<file path="config.mk">
export PLATFORM = sky130hd
export DESIGN_NAME = lift_fsm
export DESIGN_NICKNAME = d
export VERILOG_FILES = /design/src/rtl/lift_pkg.sv /design/src/rtl/lift_dir_sel.sv /design/src/rtl/lift_fsm.sv
export SDC_FILE = /design/constraint.sdc
export NUM_CORES = 1
export LEC_CHECK = 0
export ABC_AREA = 1
export BUFFER_PORTS_ARGS = -buffer_cell sky130_fd_sc_hd__buf_2
export CORE_MARGIN = 2
export CORE_UTILIZATION = 51
export DETAILED_ROUTE_END_ITERATION = 8
export GPL_TIMING_DRIVEN = 0
export PLACE_DENSITY = 0.75
export SYNTH_ARGS = -nofsm -noshare
export SYNTH_HDL_FRONTEND = slang
export SYNTH_HIERARCHICAL = 1
export SYNTH_SLANG_ARGS = --single-unit
</file>
<file path="constraint.sdc">
create_clock -name clk -period 2.5 [get_ports clk]
set_input_delay 0.375 -clock clk [delete_from_list [all_inputs] [get_ports clk]]
set_output_delay 0.375 -clock clk [all_outputs]
set_load 0.02 [all_outputs]
</file>
<file path="src/rtl/lift_pkg.sv">
// Shared types and default sizing for the lift control core.
// Latency: n/a (declarations only).
// Backpressure: n/a.
package lift_pkg;

  typedef enum logic [1:0] {
    IDLE      = 2'd0,
    MOVE_UP   = 2'd1,
    MOVE_DOWN = 2'd2,
    DOOR_OPEN = 2'd3
  } lift_state_t;

  localparam int LIFT_NUM_FLOORS  = 4;
  localparam int LIFT_MOVE_CYCLES = 8;
  localparam int LIFT_DOOR_CYCLES = 4;

endpackage

</file>
<file path="src/rtl/lift_dir_sel.sv">
// Direction selection: classifies pending requests relative to a floor and
// picks a SCAN direction (keep dir_up's side when it has work, else turn).
// Latency: combinational. Backpressure: none.
// Ports: pending (latched requests), floor (reference floor), dir_up (last
// direction); req_here/req_above/req_below (request at/above/below floor),
// go_up/go_down (chosen direction, never both).
module lift_dir_sel
  import lift_pkg::*;
#(
  parameter int NUM_FLOORS = LIFT_NUM_FLOORS,
  parameter int FLOOR_W    = $clog2(NUM_FLOORS)
) (
  input  logic [NUM_FLOORS-1:0] pending,
  input  logic [FLOOR_W-1:0]    floor,
  input  logic                  dir_up,
  output logic                  req_here,
  output logic                  req_above,
  output logic                  req_below,
  output logic                  go_up,
  output logic                  go_down
);

  always_comb begin
    req_here  = 1'b0;
    req_above = 1'b0;
    req_below = 1'b0;
    for (int i = 0; i < NUM_FLOORS; i++) begin
      if (pending[i]) begin
        if (i == int'(floor))     req_here  = 1'b1;
        else if (i > int'(floor)) req_above = 1'b1;
        else                      req_below = 1'b1;
      end
    end
  end

  // The remembered direction wins when both sides have work.
  assign go_up   = req_above & (dir_up | ~req_below);
  assign go_down = req_below & (~dir_up | ~req_above);

endmodule

</file>
<file path="src/rtl/lift_fsm.sv">
// Lift control core: latches per-floor request pulses, schedules the car with
// SCAN, times floor travel and door dwell, drives car/door status.
// Latency: pulse -> pending 1 cycle; pending -> IDLE decision 1 cycle.
// Backpressure: none; requests are sticky in pending until served.
// Ports: clk, rst_n (sync, active-low); req_pulse (one-cycle per-floor
// requests); current_floor; moving_up/moving_down/door_open (one-hot or
// zero); pending (unserved requests); busy (not idle or work pending).
module lift_fsm
  import lift_pkg::*;
#(
  parameter int NUM_FLOORS  = LIFT_NUM_FLOORS,
  parameter int FLOOR_W     = $clog2(NUM_FLOORS),
  parameter int MOVE_CYCLES = LIFT_MOVE_CYCLES,
  parameter int DOOR_CYCLES = LIFT_DOOR_CYCLES
) (
  input  logic                  clk,
  input  logic                  rst_n,
  input  logic [NUM_FLOORS-1:0] req_pulse,
  output logic [FLOOR_W-1:0]    current_floor,
  output logic                  moving_up,
  output logic                  moving_down,
  output logic                  door_open,
  output logic [NUM_FLOORS-1:0] pending,
  output logic                  busy
);

  localparam int CNT_MAX = (MOVE_CYCLES > DOOR_CYCLES) ? MOVE_CYCLES : DOOR_CYCLES;
  localparam int CNT_W   = $clog2(CNT_MAX);
  localparam logic [CNT_W-1:0] MOVE_LAST = CNT_W'(MOVE_CYCLES - 1);
  localparam logic [CNT_W-1:0] DOOR_LAST = CNT_W'(DOOR_CYCLES - 1);

  lift_state_t           state, state_nxt;
  logic [CNT_W-1:0]      cnt, cnt_nxt;
  logic [FLOOR_W-1:0]    floor_nxt, nf;
  logic                  dir_up, dir_nxt;
  logic [NUM_FLOORS-1:0] pending_nxt, clear_mask, latch_mask;
  logic [NUM_FLOORS-1:0] cur_bit, nf_bit;

  logic cur_here, cur_above, cur_below, cur_go_up, cur_go_down;
  logic nf_here, nf_above, nf_below, nf_go_up, nf_go_down;
  logic dir_sel_unused;

  // Floor the car reaches at the end of the current move.
  assign nf      = (state == MOVE_DOWN) ? current_floor - FLOOR_W'(1)
                                        : current_floor + FLOOR_W'(1);
  assign cur_bit = NUM_FLOORS'(1) << current_floor;
  assign nf_bit  = NUM_FLOORS'(1) << nf;

  lift_dir_sel #(.NUM_FLOORS(NUM_FLOORS), .FLOOR_W(FLOOR_W)) u_cur_sel (
    .pending   (pending),
    .floor     (current_floor),
    .dir_up    (dir_up),
    .req_here  (cur_here),
    .req_above (cur_above),
    .req_below (cur_below),
    .go_up     (cur_go_up),
    .go_down   (cur_go_down)
  );

  lift_dir_sel #(.NUM_FLOORS(NUM_FLOORS), .FLOOR_W(FLOOR_W)) u_nf_sel (
    .pending   (pending),
    .floor     (nf),
    .dir_up    (dir_up),
    .req_here  (nf_here),
    .req_above (nf_above),
    .req_below (nf_below),
    .go_up     (nf_go_up),
    .go_down   (nf_go_down)
  );

  // Outputs of the shared selector that this core does not consume.
  assign dir_sel_unused = &{cur_above, cur_below, nf_go_up, nf_go_down};

  always_ff @(posedge clk) begin
    if (!rst_n) begin
      state         <= IDLE;
      cnt           <= '0;
      current_floor <= '0;
      dir_up        <= 1'b1;
      pending       <= '0;
    end else begin
      state         <= state_nxt;
      cnt           <= cnt_nxt;
      current_floor <= floor_nxt;
      dir_up        <= dir_nxt;
      pending       <= pending_nxt;
    end
  end

  always_comb begin
    state_nxt  = state;
    cnt_nxt    = cnt;
    floor_nxt  = current_floor;
    dir_nxt    = dir_up;
    clear_mask = '0;
    latch_mask = req_pulse;

    case (state)
      IDLE: begin
        if (cur_here) begin
          state_nxt  = DOOR_OPEN;
          cnt_nxt    = '0;
          clear_mask = cur_bit;
        end else if (cur_go_up) begin
          state_nxt = MOVE_UP;
          dir_nxt   = 1'b1;
          cnt_nxt   = '0;
        end else if (cur_go_down) begin
          state_nxt = MOVE_DOWN;
          dir_nxt   = 1'b0;
          cnt_nxt   = '0;
        end
      end

      MOVE_UP, MOVE_DOWN: begin
        if (cnt == MOVE_LAST) begin
          cnt_nxt   = '0;
          floor_nxt = nf;
          // Decide on the arrival floor so the door opens with no idle gap.
          if (nf_here) begin
            state_nxt  = DOOR_OPEN;
            clear_mask = nf_bit;
          end else if ((state == MOVE_UP) ? nf_above : nf_below) begin
            state_nxt = state;
          end else begin
            state_nxt = IDLE;
          end
        end else begin
          cnt_nxt = cnt + 1'b1;
        end
      end

      DOOR_OPEN: begin
        // A press for this floor holds the door instead of queuing a request.
        latch_mask = req_pulse & ~cur_bit;
        if (|(req_pulse & cur_bit)) begin
          cnt_nxt = '0;
        end else if (cnt == DOOR_LAST) begin
          cnt_nxt = '0;
          if (cur_go_up) begin
            state_nxt = MOVE_UP;
            dir_nxt   = 1'b1;
          end else if (cur_go_down) begin
            state_nxt = MOVE_DOWN;
            dir_nxt   = 1'b0;
          end else begin
            state_nxt = IDLE;
          end
        end else begin
          cnt_nxt = cnt + 1'b1;
        end
      end

      default: begin
        state_nxt = IDLE;
        cnt_nxt   = '0;
      end
    endcase

    // Clear beats a same-edge request: that floor is being served now.
    pending_nxt = (pending | latch_mask) & ~clear_mask;
  end

  assign moving_up   = (state == MOVE_UP);
  assign moving_down = (state == MOVE_DOWN);
  assign door_open   = (state == DOOR_OPEN);
  assign busy        = (state != IDLE) || (|pending);

endmodule
</file>
# ---- Word-level counts from Yosys, hierarchy flattened
# Index checks and enable logic that the tools add are counted.
dict set report op_classes {
  addsub 3
  magnitude_cmp 6
  n_eq_ne 17
  muxes 87
  n_reduce_logical 12
  bitwise_logic 13
  shift 2
}
# cell count
set op_table {}
lappend op_table {{1-bit 2-to-1 mux} 62}
lappend op_table {{2-bit 2-to-1 mux} 11}
lappend op_table {{3-bit 2-to-1 mux} 6}
lappend op_table {{4-bit 2-to-1 mux} 4}
lappend op_table {{4-bit bitwise AND} 3}
lappend op_table {{3-bit one-hot mux with 3 select lines} 1}
lappend op_table {{2-bit equality test (first input constant)} 4}
lappend op_table {{2-bit greater-than comparator (first input constant)} 4}
lappend op_table {{4-bit inverter} 2}
lappend op_table {{4-bit one-hot mux with 2 select lines} 1}
lappend op_table {{4-bit OR reduction} 2}
lappend op_table {{1-bit by 2-bit left shift with 4-bit output (first input constant)} 2}
lappend op_table {{2-bit logical NOT} 3}
lappend op_table {{2-bit inequality test (second input constant)} 3}
lappend op_table {{2-bit one-hot mux with 3 select lines} 1}
lappend op_table {{5-bit AND reduction} 1}
lappend op_table {{1-bit by 2-bit equality test with 1-bit output (first input constant)} 2}
lappend op_table {{2-bit equality test (second input constant)} 2}
lappend op_table {{1-bit by 2-bit greater-than comparator with 1-bit output (first input constant)} 2}
lappend op_table {{4-bit inequality test (second input constant)} 1}
lappend op_table {{4-bit bitwise OR} 1}
lappend op_table {{4-bit AND reduction} 1}
lappend op_table {{2-bit nonzero test} 2}
lappend op_table {{3-bit by 1-bit adder with 3-bit output (second input constant)} 1}
lappend op_table {{other kinds (14)} 18}
dict set report totals {
  in_bits 6
  ff_bits 12
}

# ---- Longest topological paths before layout
# Gate-level depths: netlist of run 1.
dict set report logic_depth {
  ltp_word 19
  ltp_mapped 18
  mapped_depth_nobuf 18
}

# ---- Cells and area by module
# The synthesis of run 1 kept the hierarchy.
# mod cells_each instances area_per_inst_um2
set by_module_without_submodules {}
lappend by_module_without_submodules {lift_fsm 149 1 967.2}
lappend by_module_without_submodules {lift_dir_sel 25 2 115.1}

# ---- Least setup slack after synthesis of run 1
# No wires, ideal clock.
dict set report synth_timing {
  path_type {register to register}
  startpoint {register state[0]}
  endpoint {register state[0]}
  arrival_time_ns 2.329
  required_time_ns 2.385
  setup_time_ns 0.115
  slack_ns 0.056
  path_buffers 0
  synth_period_minus_slack_ns 2.444
  stages_incl_launch_ff 19
  cell_sequence {dfxtp_1 inv_1 ha_1 xnor2_1 inv_1 ha_1 inv_1 nor2_2 nor2_1 nor2_2 inv_1 inv_1 o21ai_0 nand2_1 nand2_1 nor2_1 nand3_1 nand2_1 nor2_1}
}
dict set report synth_between {
  elab_chain_cells 17
}
# element line_no
set synth_lines {}
lappend synth_lines {{start: declaration} lift_fsm.sv:32} ;# lift_state_t state, state_nxt;
lappend synth_lines {{start signal: assignment} lift_fsm.sv:82} ;# state <= state_nxt;
lappend synth_lines {{2-bit equality test (*)} -}
lappend synth_lines {{via moving_down} lift_fsm.sv:21} ;# output logic moving_down,
lappend synth_lines {{2-bit 2-to-1 mux (*)} lift_fsm.sv:44} ;# assign nf = (state == MOVE_DOWN) ? current_floor - FLOOR_W'(1)
lappend synth_lines {{via nf[1]} lift_fsm.sv:34} ;# logic [FLOOR_W-1:0] floor_nxt, nf;
lappend synth_lines {{2-bit logical NOT} lift_dir_sel.sv:29} ;# if (i == int'(floor)) req_here = 1'b1;
lappend synth_lines {{1-bit 2-to-1 mux} lift_dir_sel.sv:29}
lappend synth_lines {{1-bit 2-to-1 mux} lift_dir_sel.sv:28} ;# if (pending[i]) begin
lappend synth_lines {{1-bit 2-to-1 mux} lift_dir_sel.sv:30} ;# else if (i > int'(floor)) req_above = 1'b1;
lappend synth_lines {{(+4 left out)} -}
lappend synth_lines {{1-bit 2-to-1 mux} lift_dir_sel.sv:28}
lappend synth_lines {{1-bit 2-to-1 mux} lift_dir_sel.sv:30}
lappend synth_lines {{1-bit 2-to-1 mux} lift_dir_sel.sv:29}
lappend synth_lines {{1-bit 2-to-1 mux (*)} lift_dir_sel.sv:28}
lappend synth_lines {{via nf_below} lift_fsm.sv:40} ;# logic nf_here, nf_above, nf_below, nf_go_up, nf_go_down;
lappend synth_lines {{1-bit 2-to-1 mux (*)} lift_fsm.sv:123} ;# end else if ((state == MOVE_UP) ? nf_above : nf_below) begin
lappend synth_lines {{3-bit inequality test (no line) (*)} -}
lappend synth_lines {{5-bit AND reduction (no line) (*)} -}
# The timed path passes the listed nets; every way through them passes the cells marked *. The select of a mux whose other input is x is not followed.
# A chain may end at the register's enable or synchronous reset.

# ---- Final worst setup path of run 1
dict set report layout_timing {
  startpoint {register current_floor[0]}
  endpoint {register state[0]}
}
# element line_no
set layout_lines {}
lappend layout_lines {{start: declaration} lift_fsm.sv:19} ;# output logic [FLOOR_W-1:0] current_floor,
lappend layout_lines {{start signal: assignment} lift_fsm.sv:84} ;# current_floor <= floor_nxt;
lappend layout_lines {{2-bit by 1-bit adder with 2-bit output or 2-bit by 1-bit subtractor with 2-bit output (tied branches)} {lift_fsm.sv:45, lift_fsm.sv:44}}
lappend layout_lines {{2-bit 2-to-1 mux (*)} lift_fsm.sv:44}
lappend layout_lines {{via nf[0]} lift_fsm.sv:34}
lappend layout_lines {{2-bit logical NOT} lift_dir_sel.sv:29}
lappend layout_lines {{1-bit 2-to-1 mux} lift_dir_sel.sv:29}
lappend layout_lines {{1-bit 2-to-1 mux} lift_dir_sel.sv:28}
lappend layout_lines {{1-bit 2-to-1 mux} lift_dir_sel.sv:29}
lappend layout_lines {{1-bit 2-to-1 mux} lift_dir_sel.sv:28}
lappend layout_lines {{1-bit 2-to-1 mux} lift_dir_sel.sv:29}
lappend layout_lines {{1-bit 2-to-1 mux} lift_dir_sel.sv:28}
lappend layout_lines {{1-bit 2-to-1 mux} lift_dir_sel.sv:29}
lappend layout_lines {{1-bit 2-to-1 mux (*)} lift_dir_sel.sv:28}
lappend layout_lines {{via nf_here} lift_fsm.sv:40}
lappend layout_lines {{2-bit 2-to-1 mux} lift_fsm.sv:120} ;# if (nf_here) begin
lappend layout_lines {{2-bit 2-to-1 mux} lift_fsm.sv:116} ;# if (cnt == MOVE_LAST) begin
lappend layout_lines {{2-bit one-hot mux with 3 select lines} lift_fsm.sv:98} ;# case (state)
# Marks and branches as above.

==> impl_metrics.ini, run 1 <==
[clock_network]
cts_buffers = 3
cts_buffer_depth = 2
cts_tree = done
clock_latency_ps = 270
ctsRootBufferMaster = clkbuf_4
clkTransAtPathRegs_ps = 80
clock-sinks = 12
cts_hold_buffers = 0
h-tree-depth = 1

[worst_setup_path]
crit_path_start_kind = register
crit_arrival_ps = 2510
crit_required_ps = 2670
worstPathMaxFanout = 15
cp-end-kind = register
r2r_slack_ps = 160
critical_path_class = register to register
crit_path_max_incr_delay_ps = 670
crit_chain = inv_2 -> ha_1 -> inv_2 -> inv_1 -> nand3_1 -> nand3_1 -> nand2_1 -> nand2_1 -> a22oi_1 -> nand3_1 -> nand2_1 -> nor2_1
critPathSlowestCell = dfxtp_1

[sta]
period_needed_ps = 2340
fin_ws_ps = 163
relSlewSlack_pct = 63.5
fin_crit_sh_pct = 93.5
worst_slew_pin_slew_ps = 546
hold_viol = 0
holdWs_ps = 359
fin_setup_tns_ps = 0
fin_skew_ps = 0.845
maxSlewViolCount = 0
setup_viol = 0
fmax_mhz = 428

[detailed_routing]
vias = 1280
drt_pass1_iterations = 5
ant_nets = 0
post_drt_wl_per_cell_um = 12.1
remaining_drc_errors = 0
drtIter0Drc = 77
wl_um = 2910
viasPerCell = 5.31

[placed_design]
place_area_um2 = 1280
portBuffers = 15
place.gp.congestion = 0.886
dp_hpwl_um = 2260
dp.cells = 237
dp_slack_ps = -32.4

[global_route]
grt_max_degree = 16
grt_overflow = 0
grt_pass1_wl_um = 4950
antenna_found_initial = 0
grtUsageTotal_pct = 24.1
grt_pass1_vias = 1204

[power_and_ir_drop]
leakagePower_nw = 0.697
finalPower_uw = 954
powerDensity_nw_per_um2 = 711
peakVddDrop_mv = 0.538

[synth]
syn_nets = 213
synth_cells = 194
syn-cell-area_um2 = 1170
synth_area_per_cell_um2 = 6.05
yosysWarnings = 6

[layout]
final_common_cell = nand2_1
antennaDiodeCount = 0
syn2layout_area_growth_pct = 14.3
drive_gt1_share_pct = 20.7
final_area_um2 = 1340
fin_util_pct = 61.2
layout_common_cells = 65 x nand2_1, 28 x inv_1, 15 x buf_2, 14 x nand3_1, 13 x ha_1
fin_cells = 241
finalNetCount = 234

[die]
core_um2 = 2190
dieArea_um2 = 2700
die_height_um = 52.0
start_util_pct = 53.6
die_x_um = 52.0
fp-row-count = 17
pin_count = 16

[hold_path]
holdCritPathClass = input pin to register

[job]
drv_cap = 0

[run_status]
status = completed
-- state kept, by name, summed over array words and instances (netlist names) --
register and flops:
state 2, cnt 3, pending 4, current_floor 2
dir_up 1
-- per-layer routing --
| metal | track usage [%] | routed length (µm) |
|---|---|---|
| met4 | 6.14 | 33 |
| met2 | 43.0 | 1390 |
| met3 | 2.87 | 165 |
| met1 | 30.2 | 1320 |
| met5 | 0 | 0 |
-- power breakdown --
part | total (mW) | internal (mW) | switching (mW) | leakage (nW)
sequential | 0.272 | 0.229 | 0.0434 | 0.0991
clock | 0.125 | 0.0557 | 0.0695 | 0.0138
combinational | 0.556 | 0.205 | 0.352 | 0.584
-- final timing paths --
check / endpoint / startpoint / cells past startpoint
min: dir_up$_SDFFE_PN1P_ / rst_n / 2
max: state[0]$_SDFFE_PN0P_ / current_floor[0]$_SDFFE_PN0P_ / 12
min reg2reg: cnt[1]$_SDFFE_PN0N_ / cnt[1]$_SDFFE_PN0N_ / 2
max reg2reg: state[0]$_SDFFE_PN0P_ / current_floor[0]$_SDFFE_PN0P_ / 12
-- layout make-up --
type / instances / area (µm²)
Inverter: 31 / 116
Timing Repair Buffer: 16 / 82.6
Multi-Input combinational cell: 149 / 821
Sequential cell: 12 / 241
Fill cell: 220 / 850
Buffer: 2 / 22.5
Tap cell: 28 / 35.0
Clock buffer: 3 / 22.5
-- worst max-delay path, delay by kind of cell, from the launching register on --
kind,cells,cell delay (ps)
DFF,1,670
buffers and inverters,3,400
adders and majority gates,1,350
AOI/OAI and AO/OA,1,190
and+or+nand+nor,7,640
-- timing repair --
action | CTS | global route
hold endpoints to repair | 0 | 0
setup endpoints to repair | 5 | 6
resized for setup | 1 | 7
setup buffers | 0 | 1
pin swaps | 0 | 1
Note: power is estimated with default switching activity, not from simulation.
==> inputs of run 2 (changes only) <==
--- a/config.mk
+++ b/config.mk
@@ -9,9 +9,12 @@
 export BUFFER_PORTS_ARGS = -buffer_cell sky130_fd_sc_hd__buf_2
 export CORE_MARGIN = 2
 export CORE_UTILIZATION = 51
+export CTS_CLUSTER_SIZE = 8
 export DETAILED_ROUTE_END_ITERATION = 8
 export GPL_TIMING_DRIVEN = 0
 export PLACE_DENSITY = 0.75
+export SETUP_SLACK_MARGIN = 0.3
+export SKIP_CTS_REPAIR_TIMING = 1
 export SYNTH_ARGS = -nofsm -noshare
 export SYNTH_HDL_FRONTEND = slang
 export SYNTH_HIERARCHICAL = 1
==> run 2 against run 1 <==
  * Cell area up 7.6%
  * Final cell count up 0.83%
  * First-iteration DRC count is 30% lower
  * Power rose by 16%
  * Flip-flop and latch count is the same
  * Die area is the same
  * Critical path type unchanged
  * Sequential share of layout area shrank 0.83 points
==> impl_metrics.ini, run 2 (same netlist as run 1, synthesis figures left out) <==
[run_status]
status = completed

[worst_setup_path]
crit_chain = inv_4 -> ha_4 -> xnor2_4 -> inv_2 -> ha_4 -> inv_4 -> nand3_1 -> nand2_1 -> nor2_2 -> inv_1 -> inv_1 -> o21ai_2 -> nand2_1 -> nand2_2 -> nor2_4 -> nand3_2 -> nand2_1 -> nor2_1
worstPathMaxFanout = 7
cp_top_family = simple AND/OR/NAND/NOR gates
critical_path_class = register to register
reg2reg_depth = 18
cpMostUsedCell = nand2_1
r2r_start = state[0]$_SDFFE_PN0P_
crit_required_ps = 2680
r2r_slack_ps = 320
cp-end-kind = register
critPathSlowestCell = dfxtp_4
crit_path_max_incr_delay_ps = 390
crit_buf_inv = 5
crit_path_start_kind = register
crit_arrival_ps = 2360
regToRegEndpoint = state[1]$_SDFFE_PN0P_

[clock_network]
clock_latency_ps = 280
cts_tree = done
ctsRootBufferMaster = clkbuf_4
h-tree-depth = 1
clkTransAtPathRegs_ps = 80
clock-sinks = 12
cts_buffers = 3
cts_buffer_depth = 2

[placed_design]
dp_slack_ps = 47.0
dp_hpwl_um = 2130
portBuffers = 15
place.gp.congestion = 0.836

[global_route]
antenna_found_initial = 0
grtUsageTotal_pct = 21.1
grt_pass1_vias = 978
grt_max_degree = 16
grt_overflow = 0
grt_pass1_wl_um = 4340

[detailed_routing]
drtIter0Drc = 54
remaining_drc_errors = 0
viasPerCell = 5.12
vias = 1244
post_drt_wl_per_cell_um = 12.2
ant_nets = 0
wl_um = 2950
drt_pass1_iterations = 4

[layout]
regMostFlops = pending
finalNetCount = 235
reg.largest.list = pending: 4 flops, cnt: 3 flops
largest_register_ffs = 4
layout_common_cells = 63 x nand2_1, 26 x inv_1, 15 x buf_2, 13 x a21oi_1
drive_gt1_share_pct = 27.9
final_common_cell = nand2_1
fillers = 204
syn2layout_area_growth_pct = 22.9
antennaDiodeCount = 0

[power_and_ir_drop]
powerDensity_nw_per_um2 = 767
peakVddDrop_mv = 0.652
leakagePower_nw = 0.721

[sta]
worst_slew_pin_slew_ps = 328
period_needed_ps = 2180
fin_ws_ps = 316
maxSlewViolCount = 0
setup_viol = 0
relSlewSlack_pct = 78.1
fin_skew_ps = 1.53
holdWs_ps = 342
fmax_mhz = 458
fin_crit_sh_pct = 87.4
rsz0062_at_grt = yes
hold_viol = 0
fin_setup_tns_ps = 0

[hold_path]
whs_endpoint = dir_up$_SDFFE_PN1P_
hp-start = rst_n
hold_depth = 2
holdCritPathClass = input pin to register

[die]
pin_count = 16
die_x_um = 52.0
start_util_pct = 53.6
die_height_um = 52.0
core_um2 = 2190
fp-row-count = 17
dieArea_um2 = 2700

[job]
drv_cap = 0
run 2: changes by cell type in the layout (fill, tap and decap cells not counted), moves of 2 or more:
cell	change
dfxtp_1	-3
nand2_1	-2
nand3_1	-3
inv_4	+2
nand3_2	+3
nand2_2	+2
ha_4	+2
inv_1	-2
ha_1	-2
dfxtp_2	+2
run 2: metal layers:
| layer | up-vias | GRT usage (%) | wire [µm] |
|---|---|---|---|
| li1 | 648 | - | - |
| met4 | 0 | 5.26 | 17 |
| met3 | 3 | 2.59 | 222 |
| met1 | 547 | 29.9 | 1310 |
| met5 | - | 0 | 0 |
| met2 | 46 | 33.5 | 1410 |
run 2: how the worst max path moves through the flow:
stage / slack, ps / depth (start not counted) / end / start
2_1_floorplan: 310 / 18 / state[1]$_SDFFE_PN0P_ / state[0]$_SDFFE_PN0P_
3_3_place_gp: 110 / 14 / pending[2]$_SDFF_PN0_ / state[0]$_SDFFE_PN0P_
3_5_place_dp: 50 / 14 / pending[2]$_SDFF_PN0_ / state[0]$_SDFFE_PN0P_
4_1_cts: 30 / 14 / pending[2]$_SDFF_PN0_ / state[0]$_SDFFE_PN0P_
5_1_grt: 220 / 18 / state[1]$_SDFFE_PN0P_ / state[0]$_SDFFE_PN0P_
6_report: 320 / 18 / state[1]$_SDFFE_PN0P_ / state[0]$_SDFFE_PN0P_
run 2: final cells by class:
type,instances,area [µm²],area share (%)
well taps,28,35.0,2.43
plain buffers,2,22.5,1.56
repair buffers,17,90.1,6.24
clock buffers,4,36.3,2.52
multi-input cells,149,890,61.7
flip-flops and latches,12,248,17.2
inverters,31,121,8.41
run 2: per-stage QoR:
stage	util [%]	cell area [µm²]	power [mW]	cells
after floorplan	-	1190	0.684	194
after global placement	59.2	1300	0.788	237
after detailed placement	59.2	1300	0.799	237
after CTS	60.8	1330	0.963	241
after global routing	65.8	1440	1.19	243
final	65.8	1440	1.11	243
run 2: report_power, final:
part | leakage (nW) | internal [mW] | switching (mW)
Sequential | 0.101 | 0.232 | 0.0504
Clock | 0.0210 | 0.0886 | 0.0737
Combinational | 0.599 | 0.258 | 0.403
run 2: worst reg2reg max path, delay by kind of cell (launching register included):
family	cells	cell delay (ps)
AND/OR/NAND/NOR	9	730
XOR/XNOR	1	180
AO/OA/AOI/OAI	1	60
buffers and inverters	5	280
flip-flops	1	390
adder cells (fa/ha/maj)	2	440
==> inputs of run 3 (changes only) <==
--- a/config.mk
+++ b/config.mk
@@ -6,7 +6,7 @@
 export NUM_CORES = 1
 export LEC_CHECK = 0
 export ABC_AREA = 1
-export BUFFER_PORTS_ARGS = -buffer_cell sky130_fd_sc_hd__buf_2
+export BUFFER_PORTS_ARGS = -buffer_cell sky130_fd_sc_hd__clkbuf_2
 export CORE_MARGIN = 2
 export CORE_UTILIZATION = 51
 export CTS_CLUSTER_SIZE = 8
==> run 3 against run 2 <==
  * Sequential share of layout area fell by 0.24 points
  * Worst setup slack improved by 6.4 ps
  * Clock-buffer cell count is the same
  * Fmax is 0.29% higher
  * First-iteration DRC count is 9.3% lower
  * Sequential power hardly changed
  * Clock power rose by 2%
  * Global-route usage up 1.8 points
  * Combinational power increased by 3%
  * Largest power group unchanged
  * Highest routed layer unchanged
==> impl_metrics.ini, run 3 (same netlist as run 1, synthesis figures left out) <==
[run_status]
status = completed

[die]
die_x_um = 52.0
fp-row-count = 17
dieArea_um2 = 2700
pin_count = 16
core_um2 = 2190
start_util_pct = 53.6
die_height_um = 52.0

[layout]
fin_util_pct = 66.8
reg.largest.list = pending: 4 flops, cnt: 3 flops
fillers = 195
layout_common_cells = 63 x nand2_1, 26 x inv_1, 15 x clkbuf_2, 13 x a21oi_1
drive_gt1_share_pct = 28.4
finalNetCount = 238
antennaDiodeCount = 0
syn2layout_area_growth_pct = 24.6
largest_register_ffs = 4
final_common_cell = nand2_1
regMostFlops = pending

[worst_setup_path]
crit_path_max_incr_delay_ps = 390
crit_arrival_ps = 2360
critical_path_class = register to register
crit_path_start_kind = register
cp-end-kind = register
critPathSlowestCell = dfxtp_4
crit_chain = inv_4 -> ha_4 -> xnor2_4 -> inv_2 -> ha_4 -> inv_6 -> nor2_4 -> nor2_2 -> nor2_2 -> inv_1 -> inv_1 -> o21ai_2 -> nand2_1 -> nand2_2 -> nor2_4 -> nand3_2 -> nand2_1 -> nor2_1
r2r_start = state[0]$_SDFFE_PN0P_
crit_required_ps = 2680
worstPathMaxFanout = 7
worstSetupStartpoint = state[0]$_SDFFE_PN0P_

[clock_network]
cts_tree = done
h-tree-depth = 1
cts_buffer_depth = 2
clock-sinks = 12
ctsRootBufferMaster = clkbuf_4
clkTransAtPathRegs_ps = 90
cts_buffers = 3
clock_latency_ps = 280

[sta]
fin_skew_ps = 2.04
rsz0062_at_grt = yes
fin_setup_tns_ps = 0
fin_crit_sh_pct = 87.1
setup_viol = 0
hold_viol = 0
holdWs_ps = 350
period_needed_ps = 2180
worst_slew_pin_slew_ps = 320
maxSlewViolCount = 0
fmax_mhz = 459
relSlewSlack_pct = 78.6

[power_and_ir_drop]
finalPower_mw = 1.13
internal_power_uw = 596
seqPwrFrac_pct = 25.1
clkPwrFrac_pct = 14.8
powerDensity_nw_per_um2 = 771
swShare_pct = 47.1
peakVddDrop_mv = 0.668
power_switching_uw = 531
leakagePower_nw = 0.733
combinationalPowerShare_pct = 60.2

[global_route]
met3_usage_pct = 2.59
use_met1_pct = 30.7
grt_pass1_vias = 1091
grtUsageTotal_pct = 22.9
grt_max_degree = 16
grt.met2_usage_pct = 36.7
grt-busiest-layer = met2
antenna_found_initial = 0
grt_pass1_wl_um = 4640
grt_overflow = 0

[detailed_routing]
remaining_drc_errors = 0
vias = 1272
drtIter0Drc = 49
post_drt_wl_per_cell_um = 12.2
drt_pass1_iterations = 4
ant_nets = 0
viasPerCell = 5.17
wl_um = 3010

[placed_design]
portBuffers = 15
place.gp.congestion = 0.817
dp_hpwl_um = 2210

[job]
drv_cap = 0

[hold_path]
hp-start = rst_n
holdCritPathClass = input pin to register
[run 3: cell types whose count changed in the layout (fill, tap and decap cells not counted)]
cell / previous run / this run
buf_2: 15 / 0
clkbuf_2: 0 / 15
buf_4: 2 / 5
a22oi_1: 0 / 1
a22oi_2: 1 / 0
inv_4: 2 / 1
inv_6: 0 / 1
[run 3: critical path: cells and delay by family (launching register included)]
family          cells  cell delay, ps
compound gates      1              50
xor+xnor            1             180
fa+ha+maj           2             450
buf+inv             5             290
flops               1             390
simple gates        9             700
[run 3: per-layer routing]
layer / routed length, µm / vias to the layer above
li1: - / 661
met1: 1350 / 558
met5: 0 / -
met3: 196 / 4
met4: 22 / 0
met2: 1440 / 49
[run 3: worst paths after layout]
| kind | endpoint | slack [ps] | depth (start not counted) |
|---|---|---|---|
| hold reg to reg | cnt[1]$_SDFFE_PN0N_ | 490 | 2 |
| setup reg to reg | state[1]$_SDFFE_PN0P_ | 320 | 18 |
| hold / removal | dir_up$_SDFFE_PN1P_ | 350 | 2 |
| setup / recovery | state[1]$_SDFFE_PN0P_ | 320 | 18 |
[run 3: power groups by stage]
stage | sequential [mW] | combinational [mW] | clock [mW]
after floorplan | 0.273 | 0.412 | 0
after global placement | 0.273 | 0.516 | 0
after detailed placement | 0.277 | 0.527 | 0
after CTS | 0.271 | 0.530 | 0.163
after global routing | 0.289 | 0.752 | 0.174
final | 0.282 | 0.678 | 0.166
[run 3: layout make-up]
cell class / count / area (µm²) / area share (%)
Buffer: 2 / 22.5 / 1.54
Inverter: 31 / 124 / 8.47
Sequential cell: 12 / 248 / 16.9
Multi-Input combinational cell: 149 / 885 / 60.5
Clock buffer: 4 / 36.3 / 2.48
Timing Repair Buffer: 20 / 113 / 7.70
Tap cell: 28 / 35.0 / 2.40
[run 3: metrics by stage]
step                      instances  setup WS (ps)  instance area [µm²]
after floorplan                 194            308                 1190
after global placement          237            109                 1300
after detailed placement        237          0.342                 1300
after CTS                       241          -4.26                 1330
after global routing            246            209                 1460
final                           246            323                 1460
